$ cat config.mk
export PLATFORM = sky130hd
export DESIGN_NAME = dtmf_keypad_scanner
export DESIGN_NICKNAME = d
export VERILOG_FILES = /design/src/rtl/dtmf_pkg.sv /design/src/rtl/dtmf_sync_edge.sv /design/src/rtl/dtmf_keypad_scanner.sv
export SDC_FILE = /design/constraint.sdc
export NUM_CORES = 1
export LEC_CHECK = 0
export CAP_MARGIN = 20
export CORE_ASPECT_RATIO = 0.7
export CORE_MARGIN = 2
export CORE_UTILIZATION = 58
export CTS_BUF_LIST = sky130_fd_sc_hd__clkbuf_16
export CTS_CLUSTER_DIAMETER = 40
export DETAILED_ROUTE_END_ITERATION = 16
export PLACE_DENSITY = 0.85
export SLEW_MARGIN = 20
export SYNTH_ARGS = -nofsm -noshare
export SYNTH_HDL_FRONTEND = slang
export SYNTH_SLANG_ARGS = --single-unit
$ cat constraint.sdc
create_clock -name clk_1m_in -period 4.6 [get_ports clk_1m_in]
set_input_delay 0.92 -clock clk_1m_in [delete_from_list [all_inputs] [get_ports clk_1m_in]]
set_output_delay 0.92 -clock clk_1m_in [all_outputs]
set_load 0.02 [all_outputs]
$ cat src/rtl/dtmf_pkg.sv
// Shared types and constants for the DTMF keypad scanner.
package dtmf_pkg;

  typedef enum logic [1:0] {
    SCAN     = 2'd0,
    DEBOUNCE = 2'd1,
    HELD     = 2'd2
  } state_t;

  localparam int NUM_ROWS = 4;
  localparam int NUM_COLS = 4;

  // Key codes are {row, col}; row picks the low-group tone, col the high-group tone.
  localparam logic [3:0] KEY_1    = 4'h0;
  localparam logic [3:0] KEY_2    = 4'h1;
  localparam logic [3:0] KEY_3    = 4'h2;
  localparam logic [3:0] KEY_A    = 4'h3;
  localparam logic [3:0] KEY_4    = 4'h4;
  localparam logic [3:0] KEY_5    = 4'h5;
  localparam logic [3:0] KEY_6    = 4'h6;
  localparam logic [3:0] KEY_B    = 4'h7;
  localparam logic [3:0] KEY_7    = 4'h8;
  localparam logic [3:0] KEY_8    = 4'h9;
  localparam logic [3:0] KEY_9    = 4'hA;
  localparam logic [3:0] KEY_C    = 4'hB;
  localparam logic [3:0] KEY_STAR = 4'hC;
  localparam logic [3:0] KEY_0    = 4'hD;
  localparam logic [3:0] KEY_HASH = 4'hE;
  localparam logic [3:0] KEY_D    = 4'hF;

  // Index of the lowest active-low row; 0 when no row is low.
  function automatic logic [1:0] low_row(input logic [NUM_ROWS-1:0] rows);
    low_row = 2'd0;
    for (int i = NUM_ROWS - 1; i >= 0; i--)
      if (!rows[i]) low_row = 2'(i);
  endfunction

endpackage

$ cat src/rtl/dtmf_sync_edge.sv
// Two-flop synchronizer; with EDGE set, the output is instead a registered
// one-cycle pulse on each rising edge of the synchronized input.
module dtmf_sync_edge #(
  parameter int            W       = 1,
  parameter bit            EDGE    = 1'b0,
  parameter logic [W-1:0]  RST_VAL = '0
) (
  input  logic         clk_1m_in,
  input  logic         reset_b,
  input  logic [W-1:0] d,
  output logic [W-1:0] q
);

  logic [W-1:0] s1, s2;

  always_ff @(posedge clk_1m_in or negedge reset_b) begin
    if (!reset_b) begin
      s1 <= RST_VAL;
      s2 <= RST_VAL;
    end else begin
      s1 <= d;
      s2 <= s1;
    end
  end

  generate
    if (EDGE) begin : g_edge
      logic [W-1:0] s3, rise;
      always_ff @(posedge clk_1m_in or negedge reset_b) begin
        if (!reset_b) begin
          s3   <= RST_VAL;
          rise <= '0;
        end else begin
          s3   <= s2;
          rise <= s2 & ~s3;
        end
      end
      assign q = rise;
    end else begin : g_sync
      assign q = s2;
    end
  endgenerate

endmodule

$ cat src/rtl/dtmf_keypad_scanner.sv
// 4x4 keypad scanner: column walk, press/release debounce, {row,col} key code.
module dtmf_keypad_scanner
  import dtmf_pkg::*;
#(
  parameter int DEBOUNCE_TICKS = 3
) (
  input  logic       clk_1m_in,
  input  logic       reset_b,
  input  logic       scan_clk_in,
  input  logic [3:0] row_in,
  output logic [3:0] col_out,
  output logic [3:0] key_code,
  output logic       key_valid,
  output logic       key_held
);

  // Counters are compared against TERM before incrementing, so they never wrap.
  localparam logic [3:0] TERM = 4'(DEBOUNCE_TICKS - 1);

  logic       scan_tick;
  logic [3:0] rows_s;

  dtmf_sync_edge #(.W(1), .EDGE(1'b1), .RST_VAL(1'b0)) u_scan_sync (
    .clk_1m_in (clk_1m_in),
    .reset_b   (reset_b),
    .d         (scan_clk_in),
    .q         (scan_tick)
  );

  dtmf_sync_edge #(.W(4), .EDGE(1'b0), .RST_VAL(4'hF)) u_row_sync (
    .clk_1m_in (clk_1m_in),
    .reset_b   (reset_b),
    .d         (row_in),
    .q         (rows_s)
  );

  state_t     state, state_n;
  logic [1:0] col, col_n, row, row_n;
  logic [3:0] cnt, cnt_n, rel_cnt, rel_cnt_n, key_code_n;
  logic       key_valid_n, key_held_n;
  logic       lower_low;

  assign col_out   = ~(4'b0001 << col);
  assign lower_low = |(~rows_s & ((4'b0001 << row) - 4'b0001));

  always_ff @(posedge clk_1m_in or negedge reset_b) begin
    if (!reset_b) begin
      state     <= SCAN;
      col       <= 2'd0;
      row       <= 2'd0;
      cnt       <= 4'd0;
      rel_cnt   <= 4'd0;
      key_code  <= 4'h0;
      key_valid <= 1'b0;
      key_held  <= 1'b0;
    end else begin
      state     <= state_n;
      col       <= col_n;
      row       <= row_n;
      cnt       <= cnt_n;
      rel_cnt   <= rel_cnt_n;
      key_code  <= key_code_n;
      key_valid <= key_valid_n;
      key_held  <= key_held_n;
    end
  end

  always_comb begin
    state_n     = state;
    col_n       = col;
    row_n       = row;
    cnt_n       = cnt;
    rel_cnt_n   = rel_cnt;
    key_code_n  = key_code;
    key_valid_n = 1'b0;
    key_held_n  = key_held;
    if (scan_tick) begin
      case (state)
        SCAN: begin
          if (rows_s == 4'hF) begin
            col_n = col + 2'd1;
          end else begin
            row_n = low_row(rows_s);
            if (DEBOUNCE_TICKS == 1) begin
              key_code_n  = {low_row(rows_s), col};
              key_valid_n = 1'b1;
              key_held_n  = 1'b1;
              cnt_n       = 4'd0;
              state_n     = HELD;
            end else begin
              cnt_n   = 4'd1;
              state_n = DEBOUNCE;
            end
          end
        end
        DEBOUNCE: begin
          // A lower-index row taking over counts as a new press, so restart.
          if (rows_s[row] || lower_low) begin
            cnt_n   = 4'd0;
            state_n = SCAN;
          end else if (cnt == TERM) begin
            key_code_n  = {row, col};
            key_valid_n = 1'b1;
            key_held_n  = 1'b1;
            cnt_n       = 4'd0;
            state_n     = HELD;
          end else begin
            cnt_n = cnt + 4'd1;
          end
        end
        HELD: begin
          if (!rows_s[row]) begin
            rel_cnt_n = 4'd0;
          end else if (rel_cnt == TERM) begin
            rel_cnt_n  = 4'd0;
            key_held_n = 1'b0;
            state_n    = SCAN;
          end else begin
            rel_cnt_n = rel_cnt + 4'd1;
          end
        end
        default: state_n = SCAN;
      endcase
    end
  end

endmodule

==> metrics.md, run 1 <==
| Metric | Value |
|---|---|
| RD Place Congestion | `0.883` |
| Final Critical Period | `2.56 ns` |
| RSZ-0062 raised after global routing | `no` |
| Mapped Avg Cell Area | `11.7 µm²` |
| Post-route ant nets | `0` |
| Crit share post-route | `55.6%` |
| Status | `finished clean` |
| Via/cell ratio | `5.52` |
| Critical path arrival | `1.64 ns` |
| Clock Tree Buf Depth | `2` |
| Fill cells | `155` |
| Avg WL per Cell | `15.2 µm` |
| First-pass GRT wire length | `4490 µm` |
| Total Routing Usage GR | `21.8%` |
| Maximum vdd drop | `0.331 mV` |
| Dpl ws | `2.34 ns` |
| Final Worst Setup Slack | `2.04 ns` |
| Register area share after synthesis | `54.7%` |
| CTS Hold Bufs | `0` |
| Worst path required time | `3.68 ns` |
| MaxCap Viol Count | `0` |
| Layout Cells excl Fill | `185` |
| Commonest non-fill, non-tap cell in the layout | `dfrtp_1` |
| Max-slew violations | `0` |
| Startpoint Class | `register` |
| Largest family of logic cells by synthesized area | `simple AND/OR/NAND/NOR gates` |
| EDFF count, synth | `0` |
| Internal power | `0.000672 W` |
| Clock buffer count from CTS | `5` |
| Initial antenna violation count | `0` |
| DR vias | `1022` |
| Latest clock arrival within the worst-skew pair | `0.28 ns` |
| CTS tree | `done` |
| DIE AREA | `0.00298 mm²` |
| Fraction of the mapped netlist area in simple logic gates | `15.4%` |
| Clk slew on worst S/H paths | `0.05 ns` |
| Final hold vios | `0` |
| Synth Area in XOR/XNOR | `0.591%` |
| Fmax | `391 MHz` |
| Initial Util | `60.8%` |
| Die Height | `46.3 µm` |
| H-tree levels | `2` |
| Placed Instances | `177` |
| Vias in the first global route | `952` |
| Sum Neg Setup Slack | `0 ns` |
| Async SR Flop Fraction | `100%` |
| Syn nets | `142` |
| Crit path kind | `register to primary output` |
| Comb pwr share | `21.6%` |
| PwrDens | `508 mW/mm²` |
| Leak | `0.823 nW` |
| # setup viols final | `0` |
| Post-DP HPWL | `1990 µm` |
| Max_slew headroom | `70.3%` |
| Clock sink total | `32` |
| Commonest non-fill, non-tap cells in the layout | `dfrtp_1 (24), clkdlybuf4s50_1 (16), inv_1 (10)` |
| Setup Fix Bufs, Post-CTS | `0` |
| Worst clock skew | `0.00549 ns` |
| Mapped cell area | `0.00148 mm²` |
| Yosys warning total | `0` |
| DRC Markers | `0` |
| Buffers on Ports | `16` |
| Root buf cell | `clkbuf_16` |
| Worst-margin pin slew | `0.445 ns` |
| Post-synthesis compound-gate area fraction | `14.1%` |
| Multiplexer share of the synthesized area | `5.99%` |
| Smallest hold slack | `0.352 ns` |
| Sw Pwr | `0.000270 W` |
| Ant diodes | `0` |
| Drt first-iter violations | `27` |
| Clock power share | `38.4%` |
| Synth Area in Adders | `6.75%` |
| Main flop type after synthesis | `dfrtp_1` |
| Nets | `165` |
| Worst Hold Class | `register to register` |
| Largest net degree at the start of global routing | `33` |
| Row cnt | `15` |
| Share of cells above drive strength 1 | `14.6%` |
| I/O pin count | `17` |
| Syn Inst Count | `127` |
| Sequential power share | `40.0%` |
| Gr ovfl total | `0` |
| Die W | `64.4 µm` |
| Critical path fanouts, max | `4` |
| Area delta synth->final | `25.0%` |
| Synth cell types | `40` |
| Final wirelength | `2820 µm` |
| Core Footprint | `0.00244 mm²` |
| Sw frac | `28.6%` |
| Setup crit end kind | `primary output` |
| DR pass1 iterations | `4` |
| Post-CTS resize count | `0` |
| Synth Register Bits | `32` |
==> kinds of logic (layout without fill, tap and decap cells) <==
family | count (synthesis) | in the layout
buffers and inverters | 10 | 34
and+or+nand+nor | 41 | 41
adders and majority gates | 8 | 8
DFF | 32 | 32
xor gates and xnor gates | 1 | 1
muxes | 7 | 7
AOI/OAI and AO/OA | 28 | 28
==> per-layer routing <==
metal  share of wire (%)  track usage (%)
met5                   0                0
met3                 4.1             7.33
met2                  50             35.6
met4                 2.2             15.3
met1                  44             24.9
==> worst paths after layout <==
path,startpoint,end,slack [ns],cells past startpoint
setup / recovery,col[0],col_out[0],2.04,4
hold / removal,u_scan_sync.s1,u_scan_sync.s2,0.35,0
setup reg to reg,cnt[0],key_code[2],2.55,6
hold reg to reg,u_scan_sync.s1,u_scan_sync.s2,0.35,0
max in group asynchronous,reset_b,u_row_sync.q[0],3.25,2
min in group asynchronous,reset_b,row[1],1.03,2
==> synthesized netlist by cell type (2+ instances only) <==
master / n / area share [%]
nor2b_1: 6 / 2.5
nand2_1: 9 / 2.3
dfstp_2: 8 / 14
nand3_1: 6 / 2.0
nand2b_1: 4 / 1.7
o21ai_1: 4 / 1.4
ha_1: 8 / 6.8
a21o_1: 2 / 1.0
mux2_1: 5 / 3.8
nor2_1: 4 / 1.0
inv_1: 9 / 2.3
a21oi_1: 6 / 2.0
or2_1: 2 / 0.84
o21ai_0: 2 / 0.68
o31ai_1: 3 / 1.5
nand3b_1: 2 / 1.0
dfrtp_1: 24 / 41
==> stage by stage <==
step	instance area, µm²	total power (W)	utilization, %
after floorplan	1480	0.000498	-
after global placement	1690	0.000566	69.2
after detailed placement	1690	0.000582	69.2
after CTS	1850	0.000948	75.9
after global routing	1850	0.000986	75.9
final	1850	0.000942	75.9
==> power groups by stage <==
stage / sequential [W] / combinational, W / clock [W]
after CTS: 0.000376 / 0.000204 / 0.000367
after global placement: 0.000374 / 0.000192 / 0
after global routing: 0.000385 / 0.000223 / 0.000379
final: 0.000377 / 0.000204 / 0.000361
after detailed placement: 0.000380 / 0.000202 / 0
after floorplan: 0.000373 / 0.000125 / 0
==> registers in the layout (all words and copies together), names as in the netlist <==
| signal | count |
|---|---|
| cnt | 4 |
| col | 2 |
| key_code | 4 |
| key_held | 1 |
| key_valid | 1 |
| rel_cnt | 4 |
| row | 2 |
| state | 2 |
| u_row_sync.q | 4 |
| u_row_sync.s1 | 4 |
| u_scan_sync.g_edge.s3 | 1 |
| u_scan_sync.q | 1 |
| u_scan_sync.s1 | 1 |
| u_scan_sync.s2 | 1 |
==> critical path, stage by stage, from the launching register on <==
cell,delay (ns)
dfrtp_1,0.39
inv_1,0.10
ha_1,0.20
inv_1,0.06
clkdlybuf4s50_1,0.61
==> area by class of cell <==
type | instances | area, µm² | area share, %
inverters | 9 | 33.8 | 1.82
flip-flops and latches | 32 | 811 | 43.8
clock buffers | 5 | 125 | 6.75
repair buffers | 17 | 168 | 9.05
clock inverters | 3 | 38.8 | 2.09
well taps | 34 | 42.5 | 2.30
multi-input cells | 85 | 634 | 34.2
(Power assumes the default switching activity.)
==> run 2: changes to the inputs <==
- CORE_UTILIZATION: 58 -> 54
- PLACE_DENSITY: 0.85 -> 0.8
- clock period: 4.6 -> 2.4 ns (I/O delays scaled with it)
==> metrics.md, run 2 (synthesis results as in run 1) <==
| Metric | Value |
|---|---|
| Sum Neg Setup Slack | `0 ns (unchanged)` |
| Critical R2R Launch | `cnt[0]` |
| Clock sink total | `32 (unchanged)` |
| Final Critical Period | `2.10 ns` |
| Internal power | `0.00118 W (+75%)` |
| Root buf cell | `clkbuf_16` |
| RSZ-0062 raised after global routing | `no` |
| Initial antenna violation count | `0 (unchanged)` |
| Row cnt | `15 (unchanged)` |
| Worst clock skew | `0.00352 ns (-0.00197 ns)` |
| Initial Util | `58.5% (-2.3 points)` |
| I/O pin count | `17 (unchanged)` |
| Highest routed metal layer | `met4` |
| Worst-margin pin slew | `0.400 ns (-0.0451 ns)` |
| Gr ovfl total | `0 (unchanged)` |
| Worst path required time | `1.92 ns (-1.76 ns)` |
| First-pass GRT wire length | `4440 µm (-1.1%)` |
| Clk slew on worst S/H paths | `0.05 ns (about the same)` |
| Crit path kind | `register to primary output` |
| CTS Hold Bufs | `0 (unchanged)` |
| DR vias | `1030 (+0.78%)` |
| Largest stage delay on the critical path | `0.59 ns (-0.02 ns)` |
| Fill cells | `187 (+21%)` |
| Crit share post-route | `87.7%` |
| MaxCap Viol Count | `0 (unchanged)` |
| H-tree levels | `2 (unchanged)` |
| Avg WL per Cell | `14.0 µm (-8.3%)` |
| CP max-delay cell | `clkdlybuf4s50_1` |
| Total Routing Usage GR | `20.6% (-1.1 points)` |
| Share of cells above drive strength 1 | `13.2% (-1.3 points)` |
| Fmax | `475 MHz` |
| Buf/Inv on CP | `3 (unchanged)` |
| Area delta synth->final | `23.1%` |
| Worst-path cell chain | `inv_1, ha_1, inv_1, clkdlybuf4s50_1` |
| Critical path depth | `4 (unchanged)` |
| Sequential power share | `42.9% (+2.9 points)` |
| Final wirelength | `2590 µm (-8.3%)` |
| Metal1 wirelength | `1120 µm (-9.4%)` |
| Latest clock arrival within the worst-skew pair | `0.27 ns (about the same)` |
| DR WL met3 | `155 µm (+34%)` |
| Max-slew violations | `0 (unchanged)` |
| Status | `finished clean` |
| Post-CTS resize count | `0 (unchanged)` |
| Core Footprint | `0.00253 mm² (+3.8%)` |
| Leak | `0.812 nW (-1.4%)` |
| Final hold vios | `0 (unchanged)` |
| Die Height | `47.8 µm (+3.3%)` |
| CP delay by family, top | `buffers and inverters` |
| Largest net degree at the start of global routing | `33 (unchanged)` |
| Die W | `66.6 µm (+3.4%)` |
| Crit path to | `col_out[2]` |
| Vias in the first global route | `1001 (+5.1%)` |
| Setup crit start | `col[0]` |
| DR pass1 iterations | `4 (unchanged)` |
| Commonest non-fill, non-tap cells in the layout | `dfrtp_1 (24), clkdlybuf4s50_1 (16), inv_1 (11)` |
| DRC Markers | `0 (unchanged)` |
| Commonest non-fill, non-tap cell in the layout | `dfrtp_1` |
| Buffers on Ports | `16 (unchanged)` |
| Post-route ant nets | `0 (unchanged)` |
| R2R cell count | `6 (unchanged)` |
| Max_slew headroom | `73.3% (+3.0 points)` |
| Hold Crit Depth | `0 (unchanged)` |
| Ant diodes | `0 (unchanged)` |
| Post-DP HPWL | `1880 µm (-5.7%)` |
| Comb pwr share | `23.4% (+1.8 points)` |
| CTS tree | `done` |
| Critical path fanouts, max | `4 (unchanged)` |
| Startpoint Class | `register` |
| DIE AREA | `0.00319 mm² (+6.9%)` |
| Critical path arrival | `1.62 ns (-0.02 ns)` |
| Power Total | `0.00167 W (+77%)` |
| Reg2Reg Setup Slack | `0.40 ns (-2.15 ns)` |
| Clock buffer count from CTS | `5 (unchanged)` |
| Met2 routed WL | `1280 µm (-8.4%)` |
| Sw Pwr | `0.000491 W (+82%)` |
| Via/cell ratio | `5.57 (+0.78%)` |
| PwrDens | `915 mW/mm² (+80%)` |
| Setup Fix Bufs, Post-CTS | `0 (unchanged)` |
| Seq. cell area | `811 µm² (unchanged)` |
| Clock Tree Buf Depth | `2 (unchanged)` |
| # setup viols final | `0 (unchanged)` |
| Clock power share | `33.7% (-4.7 points)` |
| Sw frac | `29.4% (+0.75 points)` |
| Maximum vdd drop | `0.795 mV (+140%)` |
| Critical R2R Capture | `key_code[3]` |
| RD Place Congestion | `0.862 (-2.4%)` |
| Worst Hold Class | `register to register` |
| Setup crit end kind | `primary output` |
| Nets | `165 (unchanged)` |
| Multi-input gate area | `634 µm² (unchanged)` |
| Drt first-iter violations | `31 (+15%)` |
| Crit path top cell by count | `inv_1` |
## run 2: cell count changes in the layout (fill, tap and decap cells not counted)
cell,delta
clkinv_1,+1
inv_1,+1
clkinv_2,-1
bufinv_16,-1
## run 2: power by group through the flow
| stage | clock (W) | combinational, W | sequential (W) |
|---|---|---|---|
| 2_1_floorplan | 0 | 0.000240 | 0.000714 |
| 3_3_place_gp | 0 | 0.000369 | 0.000714 |
| 3_5_place_dp | 0 | 0.000393 | 0.000722 |
| 4_1_cts | 0.000583 | 0.000395 | 0.000715 |
| 5_1_grt | 0.000610 | 0.000433 | 0.000729 |
| 6_report | 0.000563 | 0.000391 | 0.000717 |
## run 2: layout make-up
type / instances / area share, %
Sequential cell: 32 / 44.4
Multi-Input combinational cell: 85 / 34.7
Timing Repair Buffer: 17 / 9.18
Clock buffer: 5 / 6.85
Tap cell: 34 / 2.33
Inverter: 9 / 1.85
Clock inverter: 3 / 0.617
## run 2: per-layer routing
| metal | vias to the layer above | GRT usage (%) |
|---|---|---|
| met5 | - | 0 |
| met4 | 0 | 9.80 |
| met3 | 2 | 9.18 |
| met2 | 30 | 35.6 |
| met1 | 503 | 22.7 |
| li1 | 495 | - |
## run 2: stage by stage
step	worst slack, ns	cells	hold slack (ns)	instance area, µm²	util (%)
2_1_floorplan	0.683	127	0.184	1480	-
3_3_place_gp	0.593	177	0.333	1690	66.7
3_5_place_dp	0.403	177	0.348	1690	66.7
4_1_cts	0.285	185	0.354	1830	72.0
5_1_grt	0.219	185	0.356	1830	72.0
6_report	0.295	185	0.353	1830	72.0
## run 2: worst min path at each step
stage | startpoint | end
6_report | u_row_sync.s1[0] | u_row_sync.q[0]
4_1_cts | u_row_sync.s1[0] | u_row_sync.q[0]
3_5_place_dp | u_row_sync.s1[0] | u_row_sync.q[0]
2_1_floorplan | reset_b | cnt[0]
5_1_grt | u_row_sync.s1[3] | u_row_sync.q[3]
3_3_place_gp | u_scan_sync.s1 | u_scan_sync.s2
